--- src/rtl/ysyx_23060332_lsu_pkg.sv ---
// rtl/ysyx_23060332_lsu_pkg.sv - shared size, address-window and state encodings for the LSU
package ysyx_23060332_lsu_pkg;

    typedef enum logic [1:0] {
        SZ_B = 2'd0,
        SZ_H = 2'd1,
        SZ_W = 2'd2,
        SZ_D = 2'd3
    } lsu_size_e;

    typedef enum logic [1:0] {
        ST_IDLE  = 2'd0,
        ST_BEAT0 = 2'd1,
        ST_BEAT1 = 2'd2,
        ST_RESP  = 2'd3
    } lsu_state_e;

    localparam logic [31:0] LSU_MEM_LO = 32'h8000_0000;
    localparam logic [31:0] LSU_MEM_HI = 32'h87ff_ffff;

    function automatic logic [3:0] size_bytes(input logic [1:0] size);
        return 4'd1 << size;
    endfunction

endpackage

--- src/rtl/ysyx_23060332_lsu_align.sv ---
// rtl/ysyx_23060332_lsu_align.sv - combinational lane shift, strobe generation and load extension
module ysyx_23060332_lsu_align
    import ysyx_23060332_lsu_pkg::*;
#(
    parameter int DATA_W = 32,
    parameter int NB     = DATA_W / 8,
    parameter int OFF_W  = $clog2(NB)
) (
    input  logic [DATA_W-1:0] wdata,
    input  logic [OFF_W-1:0]  off,
    input  logic [1:0]        size,
    input  logic              uns,
    input  logic [DATA_W-1:0] rdata_lo,
    input  logic [DATA_W-1:0] rdata_hi,
    output logic [DATA_W-1:0] wdata_lo,
    output logic [DATA_W-1:0] wdata_hi,
    output logic [NB-1:0]     wstrb_lo,
    output logic [NB-1:0]     wstrb_hi,
    output logic [DATA_W-1:0] ldata
);

    localparam int SW = 2 * NB;

    logic [2*DATA_W-1:0] shifted;
    logic [2*DATA_W-1:0] assembled;
    logic [SW-1:0]       strb2;
    logic [DATA_W-1:0]   a;
    logic                sign;

    always_comb begin
        shifted   = {{DATA_W{1'b0}}, wdata} << {off, 3'b000};
        strb2     = ((SW'(1) << size_bytes(size)) - SW'(1)) << off;
        assembled = {rdata_hi, rdata_lo} >> {off, 3'b000};
        a         = assembled[DATA_W-1:0];
        case (size)
            SZ_B:    sign = a[7];
            SZ_H:    sign = a[15];
            SZ_W:    sign = a[31];
            default: sign = a[DATA_W-1];
        endcase
        ldata = '0;
        // Bits above the access width are filled with the sign bit unless zero-extending.
        for (int i = 0; i < DATA_W; i++) begin
            ldata[i] = (i < (8 << size)) ? a[i] : (!uns && sign);
        end
    end

    assign wdata_lo = shifted[DATA_W-1:0];
    assign wdata_hi = shifted[2*DATA_W-1:DATA_W];
    assign wstrb_lo = strb2[NB-1:0];
    assign wstrb_hi = strb2[SW-1:NB];

endmodule

--- src/rtl/ysyx_23060332_lsu.sv ---
// rtl/ysyx_23060332_lsu.sv - load/store unit: request capture, one or two memory beats, response hold
module ysyx_23060332_lsu
    import ysyx_23060332_lsu_pkg::*;
#(
    parameter int              DATA_W = 32,
    parameter int              ADDR_W = 32,
    parameter logic [ADDR_W-1:0] MEM_LO = ADDR_W'(LSU_MEM_LO),
    parameter logic [ADDR_W-1:0] MEM_HI = ADDR_W'(LSU_MEM_HI)
) (
    input  logic                clk,
    input  logic                rst_n,
    input  logic                req_valid,
    output logic                req_ready,
    input  logic                req_wen,
    input  logic [ADDR_W-1:0]   req_addr,
    input  logic [DATA_W-1:0]   req_wdata,
    input  logic [1:0]          req_size,
    input  logic                req_unsigned,
    output logic                resp_valid,
    input  logic                resp_ready,
    output logic [DATA_W-1:0]   resp_rdata,
    output logic                resp_err,
    output logic                mem_valid,
    input  logic                mem_ready,
    output logic                mem_wen,
    output logic [ADDR_W-1:0]   mem_addr,
    output logic [DATA_W-1:0]   mem_wdata,
    output logic [DATA_W/8-1:0] mem_wstrb,
    input  logic [DATA_W-1:0]   mem_rdata
);

    localparam int NB    = DATA_W / 8;
    localparam int OFF_W = $clog2(NB);
    localparam int AW1   = ADDR_W + 1;

    lsu_state_e        state_q, state_d;
    logic              wen_q, wen_d;
    logic [ADDR_W-1:0] addr_q, addr_d;
    logic [DATA_W-1:0] wdata_q, wdata_d;
    logic [1:0]        size_q, size_d;
    logic              uns_q, uns_d;
    logic [DATA_W-1:0] rdata0_q, rdata0_d;
    logic [DATA_W-1:0] resp_rdata_q, resp_rdata_d;
    logic              resp_err_q, resp_err_d;

    logic [AW1-1:0]    req_last;
    logic              req_fault;
    logic [OFF_W-1:0]  off;
    logic              split;
    logic [ADDR_W-1:0] beat_base;

    logic [DATA_W-1:0] al_rlo;
    logic [DATA_W-1:0] al_wdata_lo, al_wdata_hi, al_ldata;
    logic [NB-1:0]     al_wstrb_lo, al_wstrb_hi;

    // Last byte computed one bit wider so an access running past the top of the address space still faults.
    assign req_last  = {1'b0, req_addr} + AW1'(size_bytes(req_size)) - AW1'(1);
    assign req_fault = (req_addr < MEM_LO) || (req_last > {1'b0, MEM_HI}) ||
                       (int'(size_bytes(req_size)) > NB);

    assign off       = addr_q[OFF_W-1:0];
    assign split     = (int'(off) + int'(size_bytes(size_q))) > NB;
    assign beat_base = {addr_q[ADDR_W-1:OFF_W], {OFF_W{1'b0}}};
    assign al_rlo    = (state_q == ST_BEAT1) ? rdata0_q : mem_rdata;

    ysyx_23060332_lsu_align #(
        .DATA_W (DATA_W)
    ) u_align (
        .wdata    (wdata_q),
        .off      (off),
        .size     (size_q),
        .uns      (uns_q),
        .rdata_lo (al_rlo),
        .rdata_hi (mem_rdata),
        .wdata_lo (al_wdata_lo),
        .wdata_hi (al_wdata_hi),
        .wstrb_lo (al_wstrb_lo),
        .wstrb_hi (al_wstrb_hi),
        .ldata    (al_ldata)
    );

    always_comb begin
        state_d      = state_q;
        wen_d        = wen_q;
        addr_d       = addr_q;
        wdata_d      = wdata_q;
        size_d       = size_q;
        uns_d        = uns_q;
        rdata0_d     = rdata0_q;
        resp_rdata_d = resp_rdata_q;
        resp_err_d   = resp_err_q;
        req_ready    = 1'b0;
        mem_valid    = 1'b0;
        mem_wen      = 1'b0;
        mem_addr     = '0;
        mem_wdata    = '0;
        mem_wstrb    = '0;

        case (state_q)
            ST_IDLE: begin
                req_ready = 1'b1;
                if (req_valid) begin
                    wen_d        = req_wen;
                    addr_d       = req_addr;
                    wdata_d      = req_wdata;
                    size_d       = req_size;
                    uns_d        = req_unsigned;
                    resp_rdata_d = '0;
                    resp_err_d   = req_fault;
                    state_d      = req_fault ? ST_RESP : ST_BEAT0;
                end
            end
            ST_BEAT0: begin
                mem_valid = 1'b1;
                mem_wen   = wen_q;
                mem_addr  = beat_base;
                mem_wdata = al_wdata_lo;
                mem_wstrb = al_wstrb_lo;
                if (mem_ready) begin
                    rdata0_d = mem_rdata;
                    if (split) begin
                        state_d = ST_BEAT1;
                    end else begin
                        state_d      = ST_RESP;
                        resp_rdata_d = wen_q ? '0 : al_ldata;
                    end
                end
            end
            ST_BEAT1: begin
                mem_valid = 1'b1;
                mem_wen   = wen_q;
                mem_addr  = beat_base + ADDR_W'(NB);
                mem_wdata = al_wdata_hi;
                mem_wstrb = al_wstrb_hi;
                if (mem_ready) begin
                    state_d      = ST_RESP;
                    resp_rdata_d = wen_q ? '0 : al_ldata;
                end
            end
            ST_RESP: begin
                if (resp_ready) begin
                    state_d = ST_IDLE;
                end
            end
            default: state_d = ST_IDLE;
        endcase
    end

    assign resp_valid = (state_q == ST_RESP);
    assign resp_err   = resp_valid && resp_err_q;
    assign resp_rdata = resp_valid ? resp_rdata_q : '0;

    always_ff @(posedge clk or negedge rst_n) begin
        if (!rst_n) begin
            state_q      <= ST_IDLE;
            wen_q        <= 1'b0;
            addr_q       <= '0;
            wdata_q      <= '0;
            size_q       <= 2'd0;
            uns_q        <= 1'b0;
            rdata0_q     <= '0;
            resp_rdata_q <= '0;
            resp_err_q   <= 1'b0;
        end else begin
            state_q      <= state_d;
            wen_q        <= wen_d;
            addr_q       <= addr_d;
            wdata_q      <= wdata_d;
            size_q       <= size_d;
            uns_q        <= uns_d;
            rdata0_q     <= rdata0_d;
            resp_rdata_q <= resp_rdata_d;
            resp_err_q   <= resp_err_d;
        end
    end

endmodule

--- config.mk ---
export PLATFORM = sky130hd
export DESIGN_NAME = ysyx_23060332_lsu
export DESIGN_NICKNAME = d
export VERILOG_FILES = /design/src/rtl/ysyx_23060332_lsu_pkg.sv /design/src/rtl/ysyx_23060332_lsu_align.sv /design/src/rtl/ysyx_23060332_lsu.sv
export SDC_FILE = /design/constraint.sdc
export NUM_CORES = 1
export LEC_CHECK = 0
export CAP_MARGIN = 20
export CORE_MARGIN = 3
export CORE_UTILIZATION = 40
export DETAILED_ROUTE_END_ITERATION = 6
export GPL_TIMING_DRIVEN = 0
export PLACE_DENSITY = 0.61
export SYNTH_ARGS = -nofsm -noshare
export SYNTH_HDL_FRONTEND = slang
export SYNTH_HIERARCHICAL = 1
export SYNTH_SLANG_ARGS = --single-unit
--- constraint.sdc ---
create_clock -name clk -period 5.65 [get_ports clk]
set_input_delay 0.8475 -clock clk [delete_from_list [all_inputs] [get_ports clk]]
set_output_delay 0.8475 -clock clk [all_outputs]
set_load 0.01 [all_outputs]
# Yosys cells after proc, flatten, opt, wreduce, memory -nomap -nowiden
# Index checks and enable logic that the tools add are counted.
# totals
output_inout_bits	105
input_bits	105
ff_bits	135
elab_cells	133
# classes
magnitude_cmp	36
eq_ne	9
n_shift	7
n_mux	54
addsub	5
reduce_logical	13
# ops
cell	n
6-bit by 32-bit < comparator with 1-bit output, first input constant	16
5-bit by 32-bit < comparator with 1-bit output, first input constant	8
32-bit two-way mux	7
4-bit by 32-bit < comparator with 1-bit output, first input constant	4
32-bit case mux with 2 select lines	2
32-bit case mux with 3 select lines	1
3-bit by 32-bit < comparator with 1-bit output, first input constant	2
32-bit by 5-bit << shifter with 64-bit output	1
64-bit by 5-bit >> shifter with 32-bit output	1
1-bit two-way mux	36
32-bit by 4-bit adder with 33-bit output	1
33-bit by 32-bit greater-than comparator with 1-bit output, second input constant	1
33-bit by 1-bit subtractor with 33-bit output, second input constant	1
32-bit by 3-bit adder with 32-bit output, second input constant	1
1-bit by 32-bit < comparator with 1-bit output, first input constant	1
2-bit by 32-bit < comparator with 1-bit output, first input constant	1
32-bit < comparator, second input constant	1
4-bit by 2-bit << shifter with 32-bit output, first input constant	1
2-bit two-way mux	5
2-bit != test, second input constant	4
2-bit case mux with 4 select lines	1
4-bit case mux with 2 select lines	1
1-bit by 2-bit << shifter with 4-bit output, first input constant	2
1-bit by 4-bit << shifter with 8-bit output, first input constant	1
other kinds (18)	24

# Depth between registers and ports, before layout
# Gate-level depths: netlist of run 1.
# depth
word_depth	10
ltp_mapped	15
mapped_depth_nobuf	15

# Hierarchy
# Netlist of run 1, hierarchy kept.
# modules_own_cells
module	cells_per_inst	area_each_um2	n_inst	seq_area_each_um2
ysyx_23060332_lsu	948	8669.6	1	3378.2
ysyx_23060332_lsu_align	269	2228.4	1	0.0

# Worst setup path before layout of run 1
# OpenSTA, ideal clock, no wires.
# synth_timing
kind	input to register
from	in req_size[1]
to	reg state_q[1]
path_buffers	0
required_time_ns	5.515
setup_slack_ns	2.315
arrival_time_ns	3.200
setup_ns	0.135
stages	15
path_cell_list	or2_2 > ha_1 > inv_1 > ha_1 > inv_1 > fa_1 > nand2b_1 > a21oi_1 > o41ai_1 > a311oi_2 > nor2_1 > o21a_1 > o211a_1 > a21oi_2 > o31ai_1
# synth_between
elab_chain_cells	9
word_cells_on_any_way	10
cone_classes	2 x add/sub; 2 x order compare; 1 x shift; 3 x mux; 2 x reduce/logical
# synth_rtl
item	line	source
start: declaration	ysyx_23060332_lsu.sv:17	input logic [1:0] req_size,
1-bit by 2-bit << shifter with 4-bit output (*)	ysyx_23060332_lsu_pkg.sv:22	return 4'd1 << size;
32-bit by 4-bit adder with 33-bit output	ysyx_23060332_lsu.sv:57	assign req_last = {1'b0, req_addr} + AW1'(size_bytes(req_size)) - AW1'(1);
33-bit by 1-bit subtractor with 33-bit output	ysyx_23060332_lsu.sv:57	
33-bit by 32-bit greater-than comparator with 1-bit output	ysyx_23060332_lsu.sv:58	assign req_fault = (req_addr < MEM_LO) || (req_last > {1'b0, MEM_HI}) ||
1-bit logical OR	ysyx_23060332_lsu.sv:58	
1-bit logical OR (*)	ysyx_23060332_lsu.sv:58	
2-bit two-way mux (*)	ysyx_23060332_lsu.sv:110	state_d = req_fault ? ST_RESP : ST_BEAT0;
2-bit two-way mux (*)	ysyx_23060332_lsu.sv:102	if (req_valid) begin
2-bit case mux with 4 select lines (*)	ysyx_23060332_lsu.sv:99	case (state_q)
end signal: assignment	ysyx_23060332_lsu.sv:165	state_q <= state_d;
end: declaration	ysyx_23060332_lsu.sv:36	lsu_state_e state_q, state_d;
# Every way passes the cells marked *; elsewhere a longest branch is shown, timed or not. The select of a mux whose other input is x is not followed.
# A chain may end at the register's enable or synchronous reset.

# Worst setup path after layout of run 1
# layout_timing
from	reg state_q[1]
to	out mem_wstrb[1]
# layout_between
elab_chain_cells	2
word_cells_on_any_way	3
cone_classes	2 x eq/ne; 1 x mux
# layout_rtl
item	line	source
2-bit equality test or 2-bit by 1-bit equality test with 1-bit output (tied branches)	ysyx_23060332_lsu.sv:99	
4-bit case mux with 2 select lines (*)	ysyx_23060332_lsu.sv:99	
end: declaration	ysyx_23060332_lsu.sv:28	output logic [DATA_W/8-1:0] mem_wstrb,
# Every way passes the cells marked *; elsewhere a longest branch is shown, timed or not.

==> results.txt, run 1 <==
----------------------------------------------------
[Synthesis]
  Async set-reset flop share out of synthesis ... 1.00
  Cell type with the largest total area after synthesis ... sky130_fd_sc_hd__dfrtp_1
  Post-synthesis cell count ... 1217
  Share of the synthesized area in the top cell type ... 0.310
  Number of enable-type register cells in the synthesized netlist ... 0
  Most frequent cells after synthesis ... 138 x sky130_fd_sc_hd__nand2_1, 135 x sky130_fd_sc_hd__dfrtp_1, 110 x sky130_fd_sc_hd__mux2_2, 74 x sky130_fd_sc_hd__nor2b_1, 67 x sky130_fd_sc_hd__inv_1
  Mean Syn Cell Area ... around 9.0 sq um
  Leading post-synthesis cells by cell area ... sky130_fd_sc_hd__dfrtp_1 31%, sky130_fd_sc_hd__mux2_2 11%, sky130_fd_sc_hd__mux4_2 6.0%, sky130_fd_sc_hd__ha_1 5.2%, sky130_fd_sc_hd__nand2_1 4.8%
  Seq/Total Area, Yosys ... 0.310
  Cell with the most instances after synthesis ... sky130_fd_sc_hd__nand2_1
  Count of different cell masters after synthesis ... 65
  Cell area after synthesis ... 0.0109 sq mm
  Flop and latch count out of synthesis ... approximately 140
  Synthesis Warnings ... 6
  Commonest register cell after synthesis ... sky130_fd_sc_hd__dfrtp_1

[CTS]
  Post-CTS Setup Bufs ... 0
  TritonCTS clock tree ... built
  Clock latency on the worst-skew pair ... roughly 430 ps
  CTS Root Buffer Type ... sky130_fd_sc_hd__clkbuf_16
  Total of cells resized after clock tree synthesis ... 0
  H-tree level count ... 4
  CTS clk-pin slew, worst paths ... roughly 60 ps
  CTS Buf Count ... 17
  Quantity of hold-fixing buffers added after cts ... 0
  # clock sinks ... approximately 140
  Largest buffer count on any clock path ... 2

[Run status]
  Run status ... complete, no violations

[Global route]
  Pin count of the biggest net entering global routing ... 84
  First-pass GRT wire length ... 53900 um
  Number of global-route vias before repair ... just under 10k
  GRT Overall Usage ... 0.236
  Antenna violations before repair ... 3
  Aggregate global routing overflow ... 0

[Final layout]
  Final #Nets ... 1604
  Synth-to-Final Area Change ... 28.6%
  Proportion of layout cells with a drive suffix above 1 ... 0.155

[STA]
  Worst-case clock skew ... about 13 ps
  Fin crit period ... 4360 ps
  Final Setup Violations ... 0
  Slew margin rel. ... 0.415
  Final worst path period share ... 0.771
  Final count of hold timing violations ... 0
  Unrepaired setup endpoints after global routing ... no
  Max Freq ... around 230 MHz
  Least-Margin Pin Slew ... ~900 ps
  Max-slew violation total from the final report ... 0
  Worst Slack Setup Final ... 1290 ps

[Critical path]
  Worst reg2reg setup slack ... 1680 ps
  End point of the critical path ... mem_wstrb[1]
  Launch instance of the worst register-to-register path ... state_q[0]$_DFFE_PN0P_
  Path depth of the worst reg2reg path ... 13
  Worst setup path class ... flop to output port
  Worst EP required ... approximately 4800 ps
  Element type at the critical path start ... flop
  Category of the worst setup path capture point ... output port
  Top fanout value on the critical path ... 10
  Critical path data arrival time ... 3510 ps
  Worst setup startpoint ... state_q[1]$_DFFE_PN0P_
  End of the worst register-to-register path ... resp_rdata_q[29]$_DFFE_PN0P_

[Placed design]
  Setup slack after placement ... approximately 1200 ps
  Sum of net half-perimeters after detailed placement ... ~27000 um
  Last weighted congestion value of the routability-driven placer ... between 0.9 and 1
  Port Buf Inserts ... between 200 and 250

[Route]
  Number of iterations in the first detailed-routing pass ... 5
  Residual antenna-violating net count after detailed routing ... 0
  Drt via density ... between 5 and 6
  Remaining DRCs ... 0
  Routed wire length ... around 35000 um
  Average routed wire per standard cell ... between 15 and 20 um
  Initial detailed-routing violation count ... just over 800
  Vias ... about 9.9k

[Floorplan]
  Chip height ... roughly 170 um
  Core footprint ... between 0.02 and 0.03 sq mm
  Number of placement rows ... between 50 and 60
  Initial Utilization ... 0.412
  Die ar. ... 0.0293 sq mm
  Die width ... 171 um
  I/O pin count ... 210

[Flow run]
  Max_cap viols ... 0

[Worst hold path]
  Hold Path Class ... input port to async pin

[Power and ir drop]
  VDD IR max ... between 0.3 and 0.4 mV
  Overall power consumption ... 7.78 mW
  Power density relative to cell area ... roughly 560 mW/mm^2
  Static leakage ... a little under 6 nW

----------------------------------------------------
==> placed cells by master, fill, tap and decap left out, types with 3 or more instances in the layout <==
cell type                         count
sky130_fd_sc_hd__or3_1                3
sky130_fd_sc_hd__a21oi_1             54
sky130_fd_sc_hd__and3_1              13
sky130_fd_sc_hd__mux4_2              29
sky130_fd_sc_hd__a22o_1               9
sky130_fd_sc_hd__conb_1              10
sky130_fd_sc_hd__o21ai_0             62
sky130_fd_sc_hd__nor2_1              55
sky130_fd_sc_hd__buf_4               16
sky130_fd_sc_hd__o21ai_2              8
sky130_fd_sc_hd__buf_6                7
sky130_fd_sc_hd__a31oi_1              5
sky130_fd_sc_hd__xnor2_1             23
sky130_fd_sc_hd__inv_1               67
sky130_fd_sc_hd__xor2_1              10
sky130_fd_sc_hd__o31ai_1              3
sky130_fd_sc_hd__a21oi_2              4
sky130_fd_sc_hd__nand4_1             10
sky130_fd_sc_hd__clkbuf_16           17
sky130_fd_sc_hd__nand2b_1             5
sky130_fd_sc_hd__nor2b_1             74
sky130_fd_sc_hd__o211ai_1             3
sky130_fd_sc_hd__buf_1                8
sky130_fd_sc_hd__o21ai_1             10
sky130_fd_sc_hd__dfrtp_1            135
sky130_fd_sc_hd__and4_1               5
sky130_fd_sc_hd__buf_2               10
sky130_fd_sc_hd__nor3_1               5
sky130_fd_sc_hd__nand2_1            138
sky130_fd_sc_hd__a21o_1               3
sky130_fd_sc_hd__a22oi_1             65
sky130_fd_sc_hd__and2_1              44
sky130_fd_sc_hd__clkdlybuf4s50_1    206
sky130_fd_sc_hd__mux2i_1             26
sky130_fd_sc_hd__clkinvlp_4           3
sky130_fd_sc_hd__nand3_1             53
sky130_fd_sc_hd__ha_1                45
sky130_fd_sc_hd__mux2_2             110
sky130_fd_sc_hd__clkinv_2             4
sky130_fd_sc_hd__clkbuf_1            59
==> layout make-up <==
cell class / instances / area (sq um)
antenna: 1 / 2.50
clock buffer: 21 / 460
sequential: 135 / 3380
tap: 335 / 419
buffer: 97 / 482
multi-input combinational: 925 / 6810
inverter: 68 / 255
clock inverter: 11 / 98.8
timing repair buffer: 208 / 2100
fill: 2487 / 12400
==> worst min path at each step <==
stage / start / endpoint / depth (start not counted)
floorplan: resp_rdata_q[0]$_DFFE_PN0P_ / resp_rdata_q[0]$_DFFE_PN0P_ / 2
global placement: resp_rdata_q[0]$_DFFE_PN0P_ / resp_rdata_q[0]$_DFFE_PN0P_ / 2
detailed placement: resp_rdata_q[31]$_DFFE_PN0P_ / resp_rdata_q[31]$_DFFE_PN0P_ / 2
CTS: rst_n / resp_rdata_q[2]$_DFFE_PN0P_ / 1
global route: rst_n / rdata0_q[10]$_DFFE_PN0P_ / 1
finish: rst_n / rdata0_q[2]$_DFFE_PN0P_ / 1
==> routing by layer <==
metal  global-route usage  up-vias  part of all wire
met5                    0        -           0.00063
met4               0.0759        4             0.025
met3               0.0437       54             0.062
met2                0.383      398              0.46
met1                0.321     4703              0.45
li1                     -     4753                 -
==> cells by family (layout without fill, tap and decap cells) <==
kind of cell / after synthesis / count (layout) / synth area share
compound gates: 249 / 249 / 0.148
xor+xnor: 33 / 33 / 0.0265
fa+ha+maj: 47 / 47 / 0.0553
buf+inv: 165 / 405 / 0.0676
flops: 135 / 135 / 0.310
mux: 166 / 166 / 0.199
other cells: 2 / 11 / 0.000689
simple gates: 420 / 420 / 0.193
==> critical path: stages, from the launching register on <==
cell and delay (ps):
sky130_fd_sc_hd__dfrtp_1 430, sky130_fd_sc_hd__inv_1 110, sky130_fd_sc_hd__ha_1 140, sky130_fd_sc_hd__clkbuf_1 250, sky130_fd_sc_hd__clkbuf_1 510, sky130_fd_sc_hd__buf_1 550, sky130_fd_sc_hd__a22oi_1 210, sky130_fd_sc_hd__nor2b_1 280
sky130_fd_sc_hd__clkdlybuf4s50_1 590
==> where the power goes <==
group          switching [mW]  leakage, nW  internal (mW)  total, mW
Combinational            2.65         3.93           2.25       4.90
Sequential              0.401         1.67           1.41       1.81
Clock                   0.442        0.269          0.628       1.07
==> per-stage QoR <==
| step | hold WS, ps | TNS, ps | utilization | instance area, sq um | instances |
|---|---|---|---|---|---|
| 2_1_floorplan | 431 | 0 | - | 10900 | 1225 |
| 3_3_place_gp | 445 | -242560 | 0.508 | 13400 | 1767 |
| 3_5_place_dp | 450 | 0 | 0.509 | 13400 | 1768 |
| 4_1_cts | 381 | 0 | 0.530 | 14000 | 1800 |
| 5_1_grt | 392 | 0 | 0.530 | 14000 | 1801 |
| 6_report | 373 | 0 | 0.530 | 14000 | 1801 |
==> registers in the layout, summed over array words and instances (netlist names) <==
register / count
resp_err_q: 1
size_q: 2
uns_q: 1
rdata0_q: 32
state_q: 2
resp_rdata_q: 32
addr_q: 32
wdata_q: 32
wen_q: 1
Note: power is estimated with default switching activity, not from simulation.
==> inputs of run 2 (changes only) <==
clock period = 4.13 ns   (was 5.65 ns; I/O delays follow)
==> run 2 against run 1 <==
Setup slack worse by 1100 ps; clock-buffer cell count stayed put; sequential power is 36% higher; largest power group unchanged; clock power is 37% higher; final cell count stayed put; highest routed layer unchanged; via count hardly changed.
==> results.txt, run 2 (synthesis results as in run 1) <==
----------------------------------------------------
[Power and ir drop]
  VDD IR max ... 0.496 mV (was 0.359 mV)
  Share of total power consumed by net switching ... 0.449 (about the same)
  Overall power consumption ... 10.6 mW (was 7.78 mW)
  Static leakage ... 5.88 nW (was 5.87 nW)
  Switching component of the power ... 4.78 mW (was 3.49 mW)
  Fraction of power consumed by the clock network ... 0.138 (about the same)
  Total internal power ... 5.86 mW (was 4.28 mW)
  Power density relative to cell area ... 759 mW/mm^2 (was 555 mW/mm^2)
  Sequential share of power ... 0.232 (was 0.233)
  Power share of the combinational group ... 0.630 (about the same)

[STA]
  Worst-case clock skew ... 15.6 ps (was 13.3 ps)
  Final worst path period share ... 0.956
  Fin Hold WS ... 143 ps (was 373 ps)
  Final TNS setup ... 0 ps (unchanged)
  Max Freq ... 253 MHz
  Least-Margin Pin Slew ... 897 ps (was 877 ps)
  Unrepaired setup endpoints after global routing ... yes (was no)
  Slew margin rel. ... 0.402 (was 0.415)
  Final Setup Violations ... 0 (unchanged)
  Max-slew violation total from the final report ... 0 (unchanged)
  Worst Slack Setup Final ... 180 ps (was 1290 ps)
  Final count of hold timing violations ... 0 (unchanged)
  Fin crit period ... roughly 4000 ps

[Placed design]
  Sum of net half-perimeters after detailed placement ... 26600 um (unchanged)
  Port Buf Inserts ... 207 (unchanged)
  Setup slack after placement ... -89.2 ps (was 1200 ps)
  Last weighted congestion value of the routability-driven placer ... 0.925 (unchanged)
  Placed Area ... 0.0134 sq mm (unchanged)
  Post-Place Cells ... 1768 (unchanged)

[CTS]
  TritonCTS clock tree ... built (unchanged)
  H-tree level count ... 4 (unchanged)
  CTS Buf Count ... 17 (unchanged)
  Largest buffer count on any clock path ... 2 (unchanged)
  Post-CTS Setup Bufs ... 0 (unchanged)
  Clock latency on the worst-skew pair ... 430 ps (about the same)
  # clock sinks ... 135 (unchanged)
  CTS clk-pin slew, worst paths ... 60 ps (about the same)
  CTS Root Buffer Type ... sky130_fd_sc_hd__clkbuf_16 (unchanged)

[Floorplan]
  Chip height ... 171 um (unchanged)
  Number of placement rows ... 59 (unchanged)
  Core footprint ... 0.0264 sq mm (unchanged)
  I/O pin count ... 210 (unchanged)
  Die width ... 171 um (unchanged)
  Die ar. ... 0.0293 sq mm (unchanged)
  Initial Utilization ... 0.412 (unchanged)

[Critical path]
  Worst reg2reg setup slack ... 360 ps (was 1680 ps)
  Worst setup path class ... flop to output port (unchanged)
  Category of the worst setup path capture point ... output port (unchanged)
  Worst EP required ... 3510 ps (was 4800 ps)
  Critical path data arrival time ... 3330 ps (was 3510 ps)
  Top fanout value on the critical path ... 10 (unchanged)
  Element type at the critical path start ... flop (unchanged)

[Global route]
  First-pass GRT wire length ... 53900 um (unchanged)
  Number of global-route vias before repair ... 9762 (unchanged)
  GRT Overall Usage ... 0.236 (unchanged)
  Aggregate global routing overflow ... 0 (unchanged)
  Pin count of the biggest net entering global routing ... 84 (unchanged)
  Antenna violations before repair ... 3 (unchanged)

[Final layout]
  Proportion of layout cells with a drive suffix above 1 ... 0.158 (was 0.155)
  Sequential cell area ... 0.00338 sq mm (unchanged)
  Commonest cells after routing, fill and taps aside ... 206 x sky130_fd_sc_hd__clkdlybuf4s50_1, 138 x sky130_fd_sc_hd__nand2_1, 135 x sky130_fd_sc_hd__dfrtp_1 (unchanged)
  Synth-to-Final Area Change ... 28.7% (was 28.6%)
  Finished Core Util ... 0.531 (was 0.530)
  Most common cell after layout, fill and taps aside ... sky130_fd_sc_hd__clkdlybuf4s50_1 (unchanged)
  Combined area of the multi-input logic cells ... 0.00683 sq mm (was 0.00681 sq mm)
  Area of all placed cells without fillers ... 0.0140 sq mm (about the same)
  Final #Nets ... 1604 (unchanged)
  Number of fill cells ... 2490 (was 2487)
  Post-layout instance count excluding filler cells ... 1801 (unchanged)

[Run status]
  Run status ... complete, no violations (unchanged)

[Route]
  Vias ... 9913 (was 9912)
  Remaining DRCs ... 0 (unchanged)
  Initial detailed-routing violation count ... 869 (was 811)
  Average routed wire per standard cell ... 19.3 um (about the same)
  Drt via density ... 5.50 (about the same)
  Number of iterations in the first detailed-routing pass ... 5 (unchanged)
  Residual antenna-violating net count after detailed routing ... 0 (unchanged)
  Routed wire length ... 34700 um (about the same)

[Worst hold path]
  Hold Path Class ... input port to async pin (unchanged)

[Flow run]
  Max_cap viols ... 0 (unchanged)

----------------------------------------------------
[run 2: critical path, cell delays in order, from the launching register on]
cell and delay (ps):
sky130_fd_sc_hd__dfrtp_1 430, sky130_fd_sc_hd__inv_1 110, sky130_fd_sc_hd__ha_1 140, sky130_fd_sc_hd__clkbuf_1 250, sky130_fd_sc_hd__clkbuf_2 340, sky130_fd_sc_hd__buf_1 530
sky130_fd_sc_hd__a22oi_1 210, sky130_fd_sc_hd__nor2b_1 270, sky130_fd_sc_hd__clkdlybuf4s50_1 590
[run 2: final timing paths]
path                                                    from                            to  cells past startpoint
max in group asynchronous                              rst_n        addr_q[20]$_DFFE_PN0P_                      2
worst max register to register        state_q[0]$_DFFE_PN0P_  resp_rdata_q[29]$_DFFE_PN0P_                     13
worst max-delay path                  state_q[1]$_DFFE_PN0P_                  mem_wstrb[1]                      8
worst min register to register  resp_rdata_q[24]$_DFFE_PN0P_  resp_rdata_q[24]$_DFFE_PN0P_                      2
min in group clk                resp_rdata_q[24]$_DFFE_PN0P_  resp_rdata_q[24]$_DFFE_PN0P_                      2
worst min-delay path                                   rst_n       rdata0_q[2]$_DFFE_PN0P_                      1
[run 2: power groups by stage]
stage	clock (mW)	sequential [mW]	combinational [mW]
2_1_floorplan	0	2.30	4.50
3_3_place_gp	0	2.46	6.56
3_5_place_dp	0	2.48	6.62
4_1_cts	1.48	2.46	6.67
5_1_grt	1.56	2.56	7.29
6_report	1.47	2.47	6.70
[run 2: final cells by class]
class                           count  area share
Sequential cell                   135       0.241
Antenna cell                        1    0.000178
Timing Repair Buffer              208       0.150
Buffer                             97      0.0345
Tap cell                          335      0.0299
Inverter                           68      0.0182
Multi-Input combinational cell    925       0.487
Clock inverter                     11     0.00705
Clock buffer                       21      0.0328
[run 2: timing repair]
action                     4_1_cts  5_1_grt
gates resized for setup          0        7
setup endpoints to repair        0       60
hold buffers                     0        0
[run 2: per-layer routing]
layer | vias up | part of all wire | track usage
li1 | 4761 | - | -
met2 | 382 | 0.46 | 0.383
met5 | - | 0.00063 | 0
met4 | 4 | 0.027 | 0.0759
met1 | 4705 | 0.45 | 0.321
met3 | 61 | 0.064 | 0.0437
==> inputs of run 3 (changes only) <==
clock period = 3.99 ns   (was 4.13 ns; I/O delays follow)
==> run 3 against run 2 <==
Setup slack better by 4.7 ps; total power grew 3.5%; via count rose by 0.11%; global-route usage unchanged; design area is 0.12% higher; final cell count about the same; combinational power rose by 3.6%; clock power grew 3%; first-iteration DRC count down 2.4%; routed wire length increased by 0.11%; flip-flop and latch count did not move; critical path type unchanged.
==> results.txt, run 3 (synthesis results as in run 1) <==
----------------------------------------------------
[Run status]
  Run status ... complete, no violations (unchanged)

[Global route]
  Antenna violations before repair ... 3 (unchanged)
  GRT Overall Usage ... 0.236 (unchanged)
  Pin count of the biggest net entering global routing ... 84 (unchanged)
  Aggregate global routing overflow ... 0 (unchanged)
  Global routing's busiest layer ... met2 (unchanged)
  Number of global-route vias before repair ... 9762 (unchanged)
  First-pass GRT wire length ... 53900 um (unchanged)
  Met3 Use GR ... 0.0437 (unchanged)
  Met2 Resource Use GR ... 0.383 (unchanged)
  Met1 usage in global routing ... 0.321 (unchanged)

[Critical path]
  Element type at the critical path start ... flop (unchanged)
  Worst EP required ... 3390 ps (was 3510 ps)
  Worst setup path class ... flop to output port (unchanged)
  Critical path data arrival time ... 3210 ps (was 3330 ps)
  Top fanout value on the critical path ... 10 (unchanged)
  Cell Chain, Critical Path ... inv_1 -> ha_1 -> clkbuf_1 -> clkbuf_2 -> clkbuf_1 -> a22oi_1 -> nor2b_1 -> clkdlybuf4s50_1 (was inv_1 -> ha_1 -> clkbuf_1 -> clkbuf_2 -> buf_1 -> a22oi_1 -> nor2b_1 -> clkdlybuf4s50_1)
  Category of the worst setup path capture point ... output port (unchanged)
  Cell family contributing the most delay on the critical path ... buffers and inverters (unchanged)
  Number of buffers and inverters on the critical path ... 5 (unchanged)
  Longest individual stage delay on the worst path ... 580 ps (was 590 ps)
  Worst setup startpoint ... state_q[1]$_DFFE_PN0P_ (unchanged)
  Dominant cell type by count on the critical path ... sky130_fd_sc_hd__clkbuf_1
  Launch instance of the worst register-to-register path ... state_q[0]$_DFFE_PN0P_ (unchanged)
  Critical-path top delay cell ... sky130_fd_sc_hd__clkdlybuf4s50_1 (unchanged)

[Power and ir drop]
  Static leakage ... 5.89 nW (was 5.88 nW)
  Power density relative to cell area ... 784 mW/mm^2 (was 759 mW/mm^2)
  VDD IR max ... 0.496 mV (about the same)
  Overall power consumption ... 11.0 mW (was 10.6 mW)

[Final layout]
  Final #Nets ... 1605 (was 1604)
  Number of fill cells ... 2497 (was 2490)
  Combined area of the multi-input logic cells ... 0.00683 sq mm (about the same)
  Area of all placed cells without fillers ... 0.0140 sq mm (about the same)
  Finished Core Util ... 0.531 (about the same)
  Proportion of layout cells with a drive suffix above 1 ... 0.162 (was 0.158)
  Synth-to-Final Area Change ... 28.9% (was 28.7%)
  Sequential cell area ... 0.00338 sq mm (unchanged)
  Post-layout instance count excluding filler cells ... 1802 (was 1801)
  Commonest cells after routing, fill and taps aside ... 206 x sky130_fd_sc_hd__clkdlybuf4s50_1, 138 x sky130_fd_sc_hd__nand2_1, 135 x sky130_fd_sc_hd__dfrtp_1 (unchanged)
  Most common cell after layout, fill and taps aside ... sky130_fd_sc_hd__clkdlybuf4s50_1 (unchanged)

[Flow run]
  Max_cap viols ... 0 (unchanged)

[CTS]
  CTS Root Buffer Type ... sky130_fd_sc_hd__clkbuf_16 (unchanged)
  CTS clk-pin slew, worst paths ... 60 ps (about the same)
  TritonCTS clock tree ... built (unchanged)
  Clock latency on the worst-skew pair ... 430 ps (about the same)
  Largest buffer count on any clock path ... 2 (unchanged)
  # clock sinks ... 135 (unchanged)
  CTS Buf Count ... 17 (unchanged)
  H-tree level count ... 4 (unchanged)
  Quantity of hold-fixing buffers added after cts ... 0 (unchanged)

[Floorplan]
  I/O pin count ... 210 (unchanged)
  Core footprint ... 0.0264 sq mm (unchanged)
  Die width ... 171 um (unchanged)
  Number of placement rows ... 59 (unchanged)
  Chip height ... 171 um (unchanged)
  Initial Utilization ... 0.412 (unchanged)
  Die ar. ... 0.0293 sq mm (unchanged)

[Route]
  Average routed wire per standard cell ... 19.3 um (about the same)
  Number of iterations in the first detailed-routing pass ... 5 (unchanged)
  Initial detailed-routing violation count ... 848 (was 869)
  Routed wire length ... 34700 um (about the same)
  Remaining DRCs ... 0 (unchanged)
  Vias ... 9924 (was 9913)
  Residual antenna-violating net count after detailed routing ... 0 (unchanged)
  Drt via density ... 5.51 (was 5.50)

[STA]
  Slew margin rel. ... 0.409 (was 0.402)
  Worst Slack Setup Final ... 185 ps (was 180 ps)
  Final worst path period share ... 0.954
  Final TNS setup ... 0 ps (unchanged)
  Max Freq ... between 200 and 300 MHz
  Unrepaired setup endpoints after global routing ... yes (unchanged)
  Fin Hold WS ... 123 ps (was 143 ps)
  Final count of hold timing violations ... 0 (unchanged)
  Final Setup Violations ... 0 (unchanged)
  Least-Margin Pin Slew ... 879 ps (was 897 ps)
  Fin crit period ... 3810 ps
  Worst-case clock skew ... 10.6 ps (was 15.6 ps)
  Max-slew violation total from the final report ... 0 (unchanged)

[Worst hold path]
  Hold Path Class ... input port to async pin (unchanged)

[Placed design]
  Last weighted congestion value of the routability-driven placer ... 0.925 (unchanged)
  Setup slack after placement ... -208 ps (was -89.2 ps)
  Sum of net half-perimeters after detailed placement ... 26600 um (unchanged)
  Placed Area ... 0.0134 sq mm (unchanged)
  Port Buf Inserts ... 207 (unchanged)
  Post-Place Cells ... 1768 (unchanged)

----------------------------------------------------
-- run 3: cell count changes in the layout (fill, tap and decap cells not counted) --
cell                       before  now
sky130_fd_sc_hd__buf_1          8    6
sky130_fd_sc_hd__buf_2         10   12
sky130_fd_sc_hd__buf_4         16   18
sky130_fd_sc_hd__clkbuf_1      57   55
sky130_fd_sc_hd__clkbuf_2       2    3
sky130_fd_sc_hd__nor2_1        54   53
sky130_fd_sc_hd__nor2_2         2    3
-- run 3: power breakdown --
group          leakage [nW]  internal, mW  switching, mW  total [mW]
Combinational          3.95          3.19           3.75        6.94
Clock                 0.269         0.888          0.625        1.51
Sequential             1.67          1.99          0.568        2.56
-- run 3: final timing paths --
path,slack (ps),end,cells after the start
min in group clk,460,resp_rdata_q[24]$_DFFE_PN0P_,2
hold / removal,120,rdata0_q[2]$_DFFE_PN0P_,1
setup reg to reg,290,resp_rdata_q[29]$_DFFE_PN0P_,13
max in group asynchronous,3060,addr_q[20]$_DFFE_PN0P_,2
setup / recovery,180,mem_wdata[24],8
hold reg to reg,460,resp_rdata_q[24]$_DFFE_PN0P_,2
-- run 3: cell type report --
class | instances | area share
plain buffers | 96 | 0.0345
diodes | 1 | 0.000178
flip-flops and latches | 135 | 0.241
clock buffers | 21 | 0.0328
multi-input cells | 925 | 0.486
inverters | 68 | 0.0182
well taps | 335 | 0.0298
repair buffers | 210 | 0.151
clock inverters | 11 | 0.00704
-- run 3: what timing repair did --
item | in CTS | in global routing
endpoints found under the setup margin | 2 | 65
setup buffers | 0 | 2
resized for setup | 2 | 10
-- run 3: metal layers --
layer | up-vias | part of all wire
met4 | 4 | 0.028
met3 | 58 | 0.061
met5 | - | 0.00063
met2 | 387 | 0.46
met1 | 4724 | 0.45
li1 | 4751 | -
